### src/rtl/dice_game_multi.sv
// dice_game_multi: craps-style game core; NUM_DICE ripple-spun dice, scored on roll release
// Ports: clock, reset (async, active-high), roll (level), disp (7-seg gfedcba per die, die k at [7k+6:7k]),
//   point (stored point, 0 when none), win/lose (latched flags), roll_cnt (point-phase rolls, ROLL_LIMIT_EN only)
// Option: define ROLL_LIMIT_EN to lose once MAX_PTROLL point-phase rolls pass without a win
module dice_game_multi #(
  parameter int NUM_DICE = 2,
  parameter int NUM_FACES = 6,
  parameter int WIN_A = 7,
  parameter int WIN_B = 11,
  parameter int LOSE_A = 2,
  parameter int LOSE_B = 3,
  parameter int LOSE_C = 12,
`ifdef ROLL_LIMIT_EN
  parameter int MAX_PTROLL = 8,
`endif
  localparam int DW = $clog2(NUM_FACES + 1),
  localparam int SUM_W = $clog2(NUM_DICE * NUM_FACES + 1)
) (
  input  logic                  clock,
  input  logic                  reset,
  input  logic                  roll,
  output logic [7*NUM_DICE-1:0] disp,
  output logic [SUM_W-1:0]      point,
  output logic                  win,
  output logic                  lose
`ifdef ROLL_LIMIT_EN
  ,
  output logic [3:0]            roll_cnt
`endif
);
  typedef enum logic [1:0] {S_FIRST, S_POINT, S_WIN, S_LOSE} state_e;
  state_e state_q, state_d;
  logic [DW-1:0] die_q [NUM_DICE];
  logic [DW-1:0] die_d [NUM_DICE];
  logic [SUM_W-1:0] point_q, point_d, sum;
  logic roll_q, rel, hit_w, hit_l;
`ifdef ROLL_LIMIT_EN
  logic [3:0] cnt_q, cnt_d;
  assign roll_cnt = cnt_q;
`endif
  function automatic logic [6:0] seg(input logic [DW-1:0] v);
    case (v)
      DW'(1): seg = 7'h06;
      DW'(2): seg = 7'h5B;
      DW'(3): seg = 7'h4F;
      DW'(4): seg = 7'h66;
      DW'(5): seg = 7'h6D;
      DW'(6): seg = 7'h7D;
      DW'(7): seg = 7'h07;
      DW'(8): seg = 7'h7F;
      DW'(9): seg = 7'h6F;
      default: seg = 7'h00;
    endcase
  endfunction
  // Odometer: a die only steps when every lower die wraps this cycle.
  always_comb begin : ripple
    logic c;
    c = roll;
    sum = '0;
    disp = '0;
    for (int k = 0; k < NUM_DICE; k++) begin
      die_d[k] = !c ? die_q[k] : die_q[k] == DW'(NUM_FACES) ? DW'(1) : die_q[k] + DW'(1);
      c = c && die_q[k] == DW'(NUM_FACES);
      sum = sum + SUM_W'(die_q[k]);
      disp[7*k +: 7] = seg(die_q[k]);
    end
  end
  assign rel = roll_q & ~roll;
  assign hit_w = sum == SUM_W'(WIN_A) || sum == SUM_W'(WIN_B);
  assign hit_l = sum == SUM_W'(LOSE_A) || sum == SUM_W'(LOSE_B) || sum == SUM_W'(LOSE_C);
  always_comb begin
    state_d = state_q;
    point_d = point_q;
`ifdef ROLL_LIMIT_EN
    cnt_d = cnt_q;
`endif
    case (state_q)
      S_FIRST: if (rel) begin
        state_d = hit_w ? S_WIN : hit_l ? S_LOSE : S_POINT;
        point_d = hit_w || hit_l ? point_q : sum;
`ifdef ROLL_LIMIT_EN
        cnt_d = '0;
`endif
      end
      S_POINT: if (rel) begin
`ifdef ROLL_LIMIT_EN
        cnt_d = cnt_q + 4'd1;
        state_d = sum == point_q ? S_WIN : sum == SUM_W'(WIN_A) || cnt_d == 4'(MAX_PTROLL) ? S_LOSE : S_POINT;
`else
        state_d = sum == point_q ? S_WIN : sum == SUM_W'(WIN_A) ? S_LOSE : S_POINT;
`endif
      end
      default: if (roll) begin
        state_d = S_FIRST;
        point_d = '0;
`ifdef ROLL_LIMIT_EN
        cnt_d = '0;
`endif
      end
    endcase
  end
  always_ff @(posedge clock or posedge reset) begin
    if (reset) begin
      state_q <= S_FIRST;
      point_q <= '0;
      roll_q <= 1'b0;
      die_q <= '{default: DW'(1)};
`ifdef ROLL_LIMIT_EN
      cnt_q <= '0;
`endif
    end else begin
      state_q <= state_d;
      point_q <= point_d;
      roll_q <= roll;
      die_q <= die_d;
`ifdef ROLL_LIMIT_EN
      cnt_q <= cnt_d;
`endif
    end
  end
  assign point = point_q;
  assign win = state_q == S_WIN;
  assign lose = state_q == S_LOSE;
endmodule

### config.mk
export PLATFORM = sky130hd
export DESIGN_NAME = dice_game_multi
export DESIGN_NICKNAME = d
export VERILOG_FILES = /design/src/rtl/dice_game_multi.sv
export SDC_FILE = /design/constraint.sdc
export NUM_CORES = 1
export LEC_CHECK = 0
export ABC_CLOCK_PERIOD_IN_PS = 3300
export BUFFER_PORTS_ARGS = -buffer_cell sky130_fd_sc_hd__buf_2
export CORE_MARGIN = 4
export CORE_UTILIZATION = 45
export CTS_CLUSTER_DIAMETER = 100
export DETAILED_ROUTE_END_ITERATION = 16
export GPL_TIMING_DRIVEN = 0
export HOLD_SLACK_MARGIN = 0.03
export PLACE_DENSITY = 0.64
export SYNTH_ARGS = -nofsm -noshare
export SYNTH_HDL_FRONTEND = slang
export SYNTH_SLANG_ARGS = --single-unit
### constraint.sdc
create_clock -name clock -period 3.3 [get_ports clock]
set_clock_uncertainty 0.1 [all_clocks]
set_input_delay 0.825 -clock clock [delete_from_list [all_inputs] [get_ports clock]]
set_output_delay 0.825 -clock clock [all_outputs]
set_load 0.03 [all_outputs]
### After elaboration in Yosys (flattened, before gate mapping)

Memories as Yosys holds them, arrays and structs flattened.
Cells that the tools add are included.
Widths: inputs -> output; s select.

| cells by class | value |
|---|---|
| div/mod/pow operators | 0 |
| shifts and indexed selects | 0 |
| bitwise operators | 3 |
| eq/ne operators | 14 |
| $mul | 0 |
| $lt $le $gt $ge | 0 |
| add/sub/neg operators | 3 |
| muxes and demuxes | 14 |
| reduce and logical (&&, ||, !) cells | 10 |

Operators with widths:

| cell | number |
|---|---|
| $mux 2 | 7 |
| $mux 4 | 3 |
| $eq 4x2->1 const B | 2 |
| $eq 4x4->1 const B | 2 |
| $pmux 4 s2 | 1 |
| $add 3x1->3 const B | 2 |
| $eq 3x3->1 const B | 2 |
| $mux 3 | 2 |
| $ne 2x2->1 const B | 3 |
| $add 3x3->4 | 1 |
| $eq 2x2->1 const B | 2 |
| $eq 4x3->1 const B | 1 |
| $eq 4x4->1 | 1 |
| $logic_or 1x1->1 | 4 |
| $pmux 2 s2 | 1 |
| $reduce_and 4->1 | 1 |
| $reduce_and 3->1 | 1 |
| $reduce_bool 3->1 | 1 |
| $eq 2x1->1 const B | 1 |
| $logic_not 2->1 | 1 |
| $not 1->1 | 2 |
| $reduce_bool 2->1 | 1 |
| $and 1x1->1 | 1 |
| $logic_and 1x1->1 | 1 |

| storage, ports and cells | value |
|---|---|
| latch bits | 0 |
| memories kept | 2 |
| output and inout port bits | 20 |
| memory bits (writable) | 0 |
| ROM bits | 112 |
| register bits after elaboration | 13 |
| input bits | 3 |
| word-level logic and storage cells | 51 |

Memories:

| memory | words | width | read ports | clocked after memory_dff | wr ports | line | RTL |
|---|---|---|---|---|---|---|---|
| (no name shown) | 8 | 7 | 1 | 0 | 0 | 42 | `case (v)` |
| (no name shown) | 8 | 7 | 1 | 0 | 0 | 42 |  |

### Depth between registers and ports, before layout

Gate-level depths: netlist of the first run.

| logic depth | value |
|---|---|
| depth in word-level cells | 8 |
| mapped depth | 7 |
| depth with buffers taken out | 7 |

### Worst setup path before layout of the first run

OpenSTA, ideal clock, no wires.

| path | value |
|---|---|
| path type | flip-flop to output port |
| start point | register die_q[0] (netlist name) |
| end point | output port disp[10] |
| required time | 2375 ps |
| slack | 778 ps |
| stages on the path, launching flop included | 5 |
| buffers on the path | 0 |
| arrival | 1597 ps |
| cell sequence | dfstp_2 inv_1 ha_1 nand2_1 o21ai_0 |

| between the ends | value |
|---|---|
| longest elaborated chain between the ends | 1 |

Ends and longest elaborated chain:

| item | line | RTL |
|---|---|---|
| start, declared | 33 | `logic [DW-1:0] die_q [NUM_DICE];` |
| start signal, assigned | 115 | `die_q <= die_d;` |
| $mem_v2 8x7 | n/a |  |
| end, declared | 22 | `output logic [7*NUM_DICE-1:0] disp,` |

Every way passes these cells.

### Worst setup path after layout of the first run

| path | value |
|---|---|
| start point | register die_q[3] (netlist name) |
| end point | register state_q[1] |

| between the ends | value |
|---|---|
| longest elaborated chain between the ends | 8 |
| elaborated cells between the ends (all ways) | 17 |
| classes of those cells | 1 x add/sub; 6 x eq/ne; 7 x mux; 3 x reduce/logical |

Ends and longest elaborated chain:

| item | line | RTL |
|---|---|---|
| $add 3x3->4 (*) | 64 | `sum = sum + SUM_W'(die_q[k]);` |
| $eq 4x2->1 | 70 | `assign hit_l = sum == SUM_W'(LOSE_A) \|\| sum == SUM_W'(LOSE_B) \|\| sum == SUM_W'(LOSE_C);` |
| $logic_or 1x1->1 (2 in series) | 70 |  |
| $mux 2 (2 in series) | 79 | `state_d = hit_w ? S_WIN : hit_l ? S_LOSE : S_POINT;` |
| $mux 2 | 78 | `S_FIRST: if (rel) begin` |
| $pmux 2 s2 (*) | 77 | `case (state_q)` |
| end signal, assigned | 112 | `state_q <= state_d;` |
| end, declared | 32 | `state_e state_q, state_d;` |

Every way passes the cells marked *; elsewhere a longest branch is shown, timed or not. The select of a mux whose other input is x is not followed.
A chain may end at the register's enable or synchronous reset.

==> results of run 1 <==
[sequential cells by signal (all words and copies together), names as in the netlist]
| signal | count |
|---|---|
| state_q | 2 |
| roll_q | 1 |
| die_q | 6 |
| point | 4 |
[layout by cell type (no fill, tap or decap), types with 2 or more instances in the layout]
cell type,synthesis,routed
dfrtp_1,11,11
nor2b_1,5,5
a21o_1,2,2
clkbuf_1,2,3
a21oi_1,9,9
mux2i_1,2,2
nand4_1,3,3
xor2_1,4,4
clkbuf_4,0,3
o211ai_1,4,4
o21a_1,2,2
a211oi_1,2,2
nor2_1,8,8
buf_2,1,23
nand2_1,22,22
ha_1,19,19
dfstp_2,2,2
nand3_1,6,6
o21ai_0,9,9
inv_1,9,9
[logic make-up after synthesis]
kind of cell | Yosys count
compound gates | 33
xor+xnor | 6
fa+ha+maj | 20
buf+inv | 12
flops | 13
mux | 2
simple gates | 53
[layout make-up]
type	instances	area [um^2]	share of cell area
clock buffer	4	26.3	0.0190
multi-input combinational	114	832	0.603
buffer	3	12.5	0.00907
tap	30	37.5	0.0272
inverter	9	33.8	0.0245
timing repair buffer	22	110	0.0798
sequential	13	328	0.238
[through the flow]
step	util	std cells	area [um^2]	setup WS [ns]
after floorplan	-	139	1210	0.778
after global placement	0.537	191	1350	0.672
after detailed placement	0.537	191	1350	0.710
after CTS	0.547	195	1380	0.664
after global routing	0.547	195	1380	0.547
final	0.547	195	1380	0.682
[layer usage]
metal	up-vias	track usage
li1	538	-
met1	459	0.212
met2	18	0.222
met3	2	0.0194
met4	0	0.0665
met5	-	0
[how the worst max path moves through the flow]
| stage | cells past startpoint | to | start | slack (ns) |
|---|---|---|---|---|
| 2_1_floorplan | 4 | disp[10] | die_q[0]$_DFFE_PP1P_ | 0.78 |
| 5_1_grt | 7 | state_q[1]$_DFFE_PP0P_ | die_q[3]$_DFFE_PP1P_ | 0.55 |
| 4_1_cts | 5 | disp[3] | die_q[3]$_DFFE_PP1P_ | 0.66 |
| 3_3_place_gp | 7 | state_q[1]$_DFFE_PP0P_ | die_q[3]$_DFFE_PP1P_ | 0.67 |
| 6_report | 7 | state_q[1]$_DFFE_PP0P_ | die_q[3]$_DFFE_PP1P_ | 0.68 |
| 3_5_place_dp | 7 | state_q[1]$_DFFE_PP0P_ | die_q[3]$_DFFE_PP1P_ | 0.71 |
==> run_results.csv, run 1 <==
group,metric,value,unit
yosys,seq_area_frac_synth,0.272,
critical_path,crit_chain,"ha_1 -> fa_1 -> xor3_1 -> nor3_1 -> nor3b_1 -> o311ai_2 -> o221ai_2",
sta,hold_viol_final,0,
routing,antenna_left,0,
routing,dr_wl_met3,97,um
hold_path,min_path_type,"in -> async",
placed_design,port_buffers,22,
yosys,syn_nets,162,
global_routing,grt_overflow,0,
sta,finalSetupViolations,0,
routing,highest_layer,"met4",
routing,vias,1017,
critical_path,r2r_cells,7,
placed_design,place.gp.congestion,0.807,
global_routing,grt_usage,0.149,
yosys,synth_cell_types,36,
yosys,synth_most_common_cell,"nand2_1",
cts,worst_skew_pair.late_latency,0.27,ns
cts,htree_levels,1,
critical_path,cp_top_family,"flip-flops",
outcome,run_status,"finished, final reports clean",
yosys,synth_edf_count,0,
yosys,synth_top_family_by_area,"simple AND/OR/NAND/NOR gates",
global_routing,grt_pass1_wl,4090,um
cts,clk_path_buf_depth,2,
sta,drv_slew,0,
cells_and_area,fillCellCount,239,
routing,dr_wl_met2,1050,um
global_routing,first_global_vias,917,
routing,first_pass_iters,4,
yosys,synth_top_cells_by_count,"22 x nand2_1, 19 x ha_1, 11 x dfrtp_1",
yosys,synth_compound_area_frac,0.186,
global_routing,grt_max_degree,14,
critical_path,critPathBufInv,0,
floorplanning,dieArea,0.00357,mm^2
cts,numCtsBuffers,3,
critical_path,r2r_setup_slack,0.68,ns
global_routing,antenna_found_initial,0,
yosys,async_flop_share,1.00,
job,maxCapViolations,0,
floorplanning,ios,23,
sta,hold_slack,0.467,ns
yosys,synth_warnings,0,
yosys,postSynthCellCount,139,
cts,tritoncts,"yes",
cts,root_buffer,"clkbuf_4",
yosys,ys.flop_type,"dfrtp_1",
cts,cts_resized,0,
cts,ctsHoldBuffers,0,
critical_path,required,3.40,ns
routing,routedWlPerCell,12.0,um
sta,finalSetupTns,0,ns
floorplanning,die_y,59.8,um
cts,cts_setup_buffers,0,
cells_and_area,nets,189,
critical_path,slowest_stage,"dfstp_2",
routing,wl_met1,1180,um
critical_path,arrival,2.72,ns
floorplanning,initial_utilization,0.478,
routing,vias_per_cell,5.22,
critical_path,criticalPathCategory,"reg -> reg",
sta,slew_headroom,0.412,
sta,fin_crit_sh,0.793,
routing,drc,0,
placed_design,dpl.hpwl,1810,um
cells_and_area,drive_above_1_share,0.200,
yosys,yosys.area_share.adder,0.214,
floorplanning,rows,18,
yosys,avgSynthCellArea,8.68,um^2
sta,worst_pin_slew,0.870,ns
yosys,post_synth_and_or_nand_nor_area_fraction,0.218,
cells_and_area,syn_to_final_growth,14.4,%
routing,drt-total-wl,2340,um
yosys,synth_area_leaders,"dfrtp_1 23%, ha_1 20%, nand2_1 6.8%, dfstp_2 4.4%, a21oi_1 3.7%",
yosys,ys_ff_latch,13,
critical_path,reg2reg_to,"state_q[1]$_DFFE_PP0P_",
routing,drt-initial-drc-count,33,
yosys,synth-xor-area-share,0.0560,
yosys,muxShareOfSynthArea,0.0166,
cts,clk_pin_slew_worst_paths,0.08,ns
yosys,synth_area,0.00121,mm^2
critical_path,reg2reg_from,"die_q[3]$_DFFE_PP1P_",
sta,fmax,382,MHz
floorplanning,dieWidth,59.8,um
sta,rsz0062_at_grt,"false",
critical_path,critPathMaxStageDelay,0.62,ns
critical_path,worstPathMaxFanout,9,
sta,period_needed,2.62,ns
critical_path,critPathCaptureType,"register",
yosys,synth_top_area_share,0.228,
cells_and_area,num_antenna_cells,0,
yosys,synth_top_area_cell,"dfrtp_1",
critical_path,worst_setup_path_start_kind,"register",
floorplanning,core_area,0.00252,mm^2
cts,cts_sinks,13,
Power of run 1 is not shown: default switching activity piles up to over one toggle a cycle in this logic, so the estimate is an artifact.
==> inputs of run 2 (changes only) <==
Settings changed: ABC_AREA set to 1, ABC_CLOCK_PERIOD_IN_PS 3300 to 2200, PLACE_DENSITY 0.64 to 0.67.
Clock period 3.3 ns to 2.2 ns, I/O delays scaled along.
==> run_results.csv, run 2 <==
group,metric,value,unit
cts,tritoncts,"yes",
routing,drc,0,
global_routing,antenna_found_initial,0,
cells_and_area,num_antenna_cells,0,
cells_and_area,drive_above_1_share,0.404,
cts,worst_skew_pair.late_latency,0.29,ns
cts,clk_pin_slew_worst_paths,0.09,ns
sta,hold_slack,0.173,ns
routing,antenna_left,0,
job,maxCapViolations,0,
critical_path,required,1.55,ns
cells_and_area,final_cell_mix,"46 x nand2_1, 16 x inv_1, 16 x buf_4",
yosys,postSynthCellCount,164,
critical_path,worstPathMaxFanout,5,
floorplanning,initial_utilization,0.477,
yosys,synth_top_area_share,0.229,
floorplanning,ios,23,
placed_design,dpl.hpwl,2140,um
critical_path,critPathCaptureType,"primary output",
yosys,synth_top_area_cell,"dfrtp_1",
sta,drv_slew,0,
cells_and_area,layout_commonest_cell,"nand2_1",
routing,first_pass_iters,4,
yosys,async_flop_share,1.00,
yosys,synth_area_leaders,"dfrtp_1 23%, ha_1 20%, nand2_1 16%, inv_1 5.9%, dfstp_2 4.4%",
cts,htree_levels,1,
cells_and_area,syn_to_final_growth,36.1,%
critical_path,criticalPathCategory,"reg -> out",
global_routing,grt_overflow,0,
outcome,run_status,"finished, final reports clean",
yosys,syn_nets,187,
placed_design,port_buffers,22,
critical_path,arrival,1.53,ns
yosys,synth_most_common_cell,"nand2_1",
floorplanning,rows,18,
cts,numCtsBuffers,3,
sta,slew_headroom,0.651,
global_routing,first_global_vias,1149,
yosys,avgSynthCellArea,7.33,um^2
placed_design,place.gp.congestion,0.797,
yosys,ys.flop_type,"dfrtp_1",
critical_path,worst_setup_path_start_kind,"register",
yosys,synth_top_cells_by_count,"50 x nand2_1, 19 x ha_1, 19 x inv_1",
sta,hold_viol_final,0,
cts,root_buffer,"clkbuf_4",
floorplanning,die_y,59.7,um
global_routing,grt_max_degree,14,
floorplanning,dieArea,0.00356,mm^2
sta,worst_pin_slew,0.524,ns
floorplanning,core_area,0.00252,mm^2
yosys,synth_cell_types,24,
yosys,synth_area,0.00120,mm^2
cells_and_area,largest_register_ffs,6,
sta,fin_crit_sh,0.992,
sta,period_needed,2.18,ns
sta,rsz0062_at_grt,"true",
sta,finalSetupViolations,0,
yosys,seq_area_frac_synth,0.273,
routing,drt-initial-drc-count,24,
routing,vias,1158,
cts,clk_path_buf_depth,2,
routing,routedWlPerCell,13.3,um
yosys,synth_edf_count,0,
yosys,synth_warnings,0,
global_routing,grt_pass1_wl,4930,um
cells_and_area,utilization,0.649,
yosys,ys_ff_latch,13,
cells_and_area,nets,227,
global_routing,grt_usage,0.176,
cells_and_area,top_register,"die_q",
critical_path,r2r_setup_slack,0.06,ns
hold_path,min_path_type,"in -> async",
routing,vias_per_cell,4.97,
floorplanning,dieWidth,59.7,um
cts,cts_sinks,13,
sta,fmax,458,MHz
routing,drt-total-wl,3090,um
[run 2: cell count changes after synthesis, moves of 5 or more]
cell / change
inv_1: +10
nand2_1: +28
nor2b_1: -5
o21ai_1: +7
nand2_2: +6
o21ai_0: -6
[run 2: layout make-up]
cell class	instances	area (um^2)
clock buffer	3	22.5
clock inverter	1	5.00
fill	223	886
inverter	23	98.8
multi-input combinational	128	896
sequential	13	330
tap	30	37.5
timing repair buffer	35	246
[run 2: logic make-up (layout without fill, tap and decap cells)]
kind of cell             after synthesis  count (layout)  share of synthesized area
AO/OA/AOI/OAI                         19              19                     0.0832
flip-flops                            13              13                      0.273
XOR/XNOR                               1               1                    0.00729
AND/OR/NAND/NOR                       88              88                      0.348
buffers and inverters                 23              62                     0.0749
adder cells (fa/ha/maj)               20              20                      0.214
[run 2: critical path, stage by stage (launching register included)]
cell,delay (ns)
dfstp_2,0.62
buf_6,0.15
ha_4,0.12
or2_4,0.12
o21ai_1,0.07
buf_4,0.17
[run 2: final timing paths]
check,from,to,cells past startpoint
min in group clock,roll,roll_q$_DFF_PP0_,1
hold / removal,reset,point[1]$_DFFE_PP0P_,2
max in group asynchronous,reset,die_q[4]$_DFFE_PP0P_,2
hold reg to reg,point[0]$_DFFE_PP0P_,point[0]$_DFFE_PP0P_,2
setup reg to reg,die_q[3]$_DFFE_PP1P_,state_q[1]$_DFFE_PP0P_,10
setup / recovery,die_q[3]$_DFFE_PP1P_,disp[0],5
[run 2: repair_timing]
item | 4_1_cts | 5_1_grt
pin swaps | 0 | 10
hold buffers | 0 | 0
gates resized for setup | 12 | 34
setup endpoints to repair | 18 | 16
buffers inserted | 5 | 8
[run 2: metal layers]
metal,wire length [um],global-route usage
met5,0,0
met4,15,0.0380
met3,97,0.0302
met2,1670,0.323
met1,1320,0.211
[run 2: metrics by stage]
stage | instance area, um^2 | setup WS [ns] | cells | setup TNS (ns)
after floorplan | 1200 | 0.0827 | 164 | 0
after global placement | 1350 | -0.0151 | 216 | -0.0252
after detailed placement | 1350 | -0.0406 | 216 | -0.162
after CTS | 1440 | -0.0107 | 225 | -0.0140
after global routing | 1640 | -0.0693 | 233 | -0.380
final | 1640 | 0.0183 | 233 | 0
Power of run 2 is left out for the same reason.
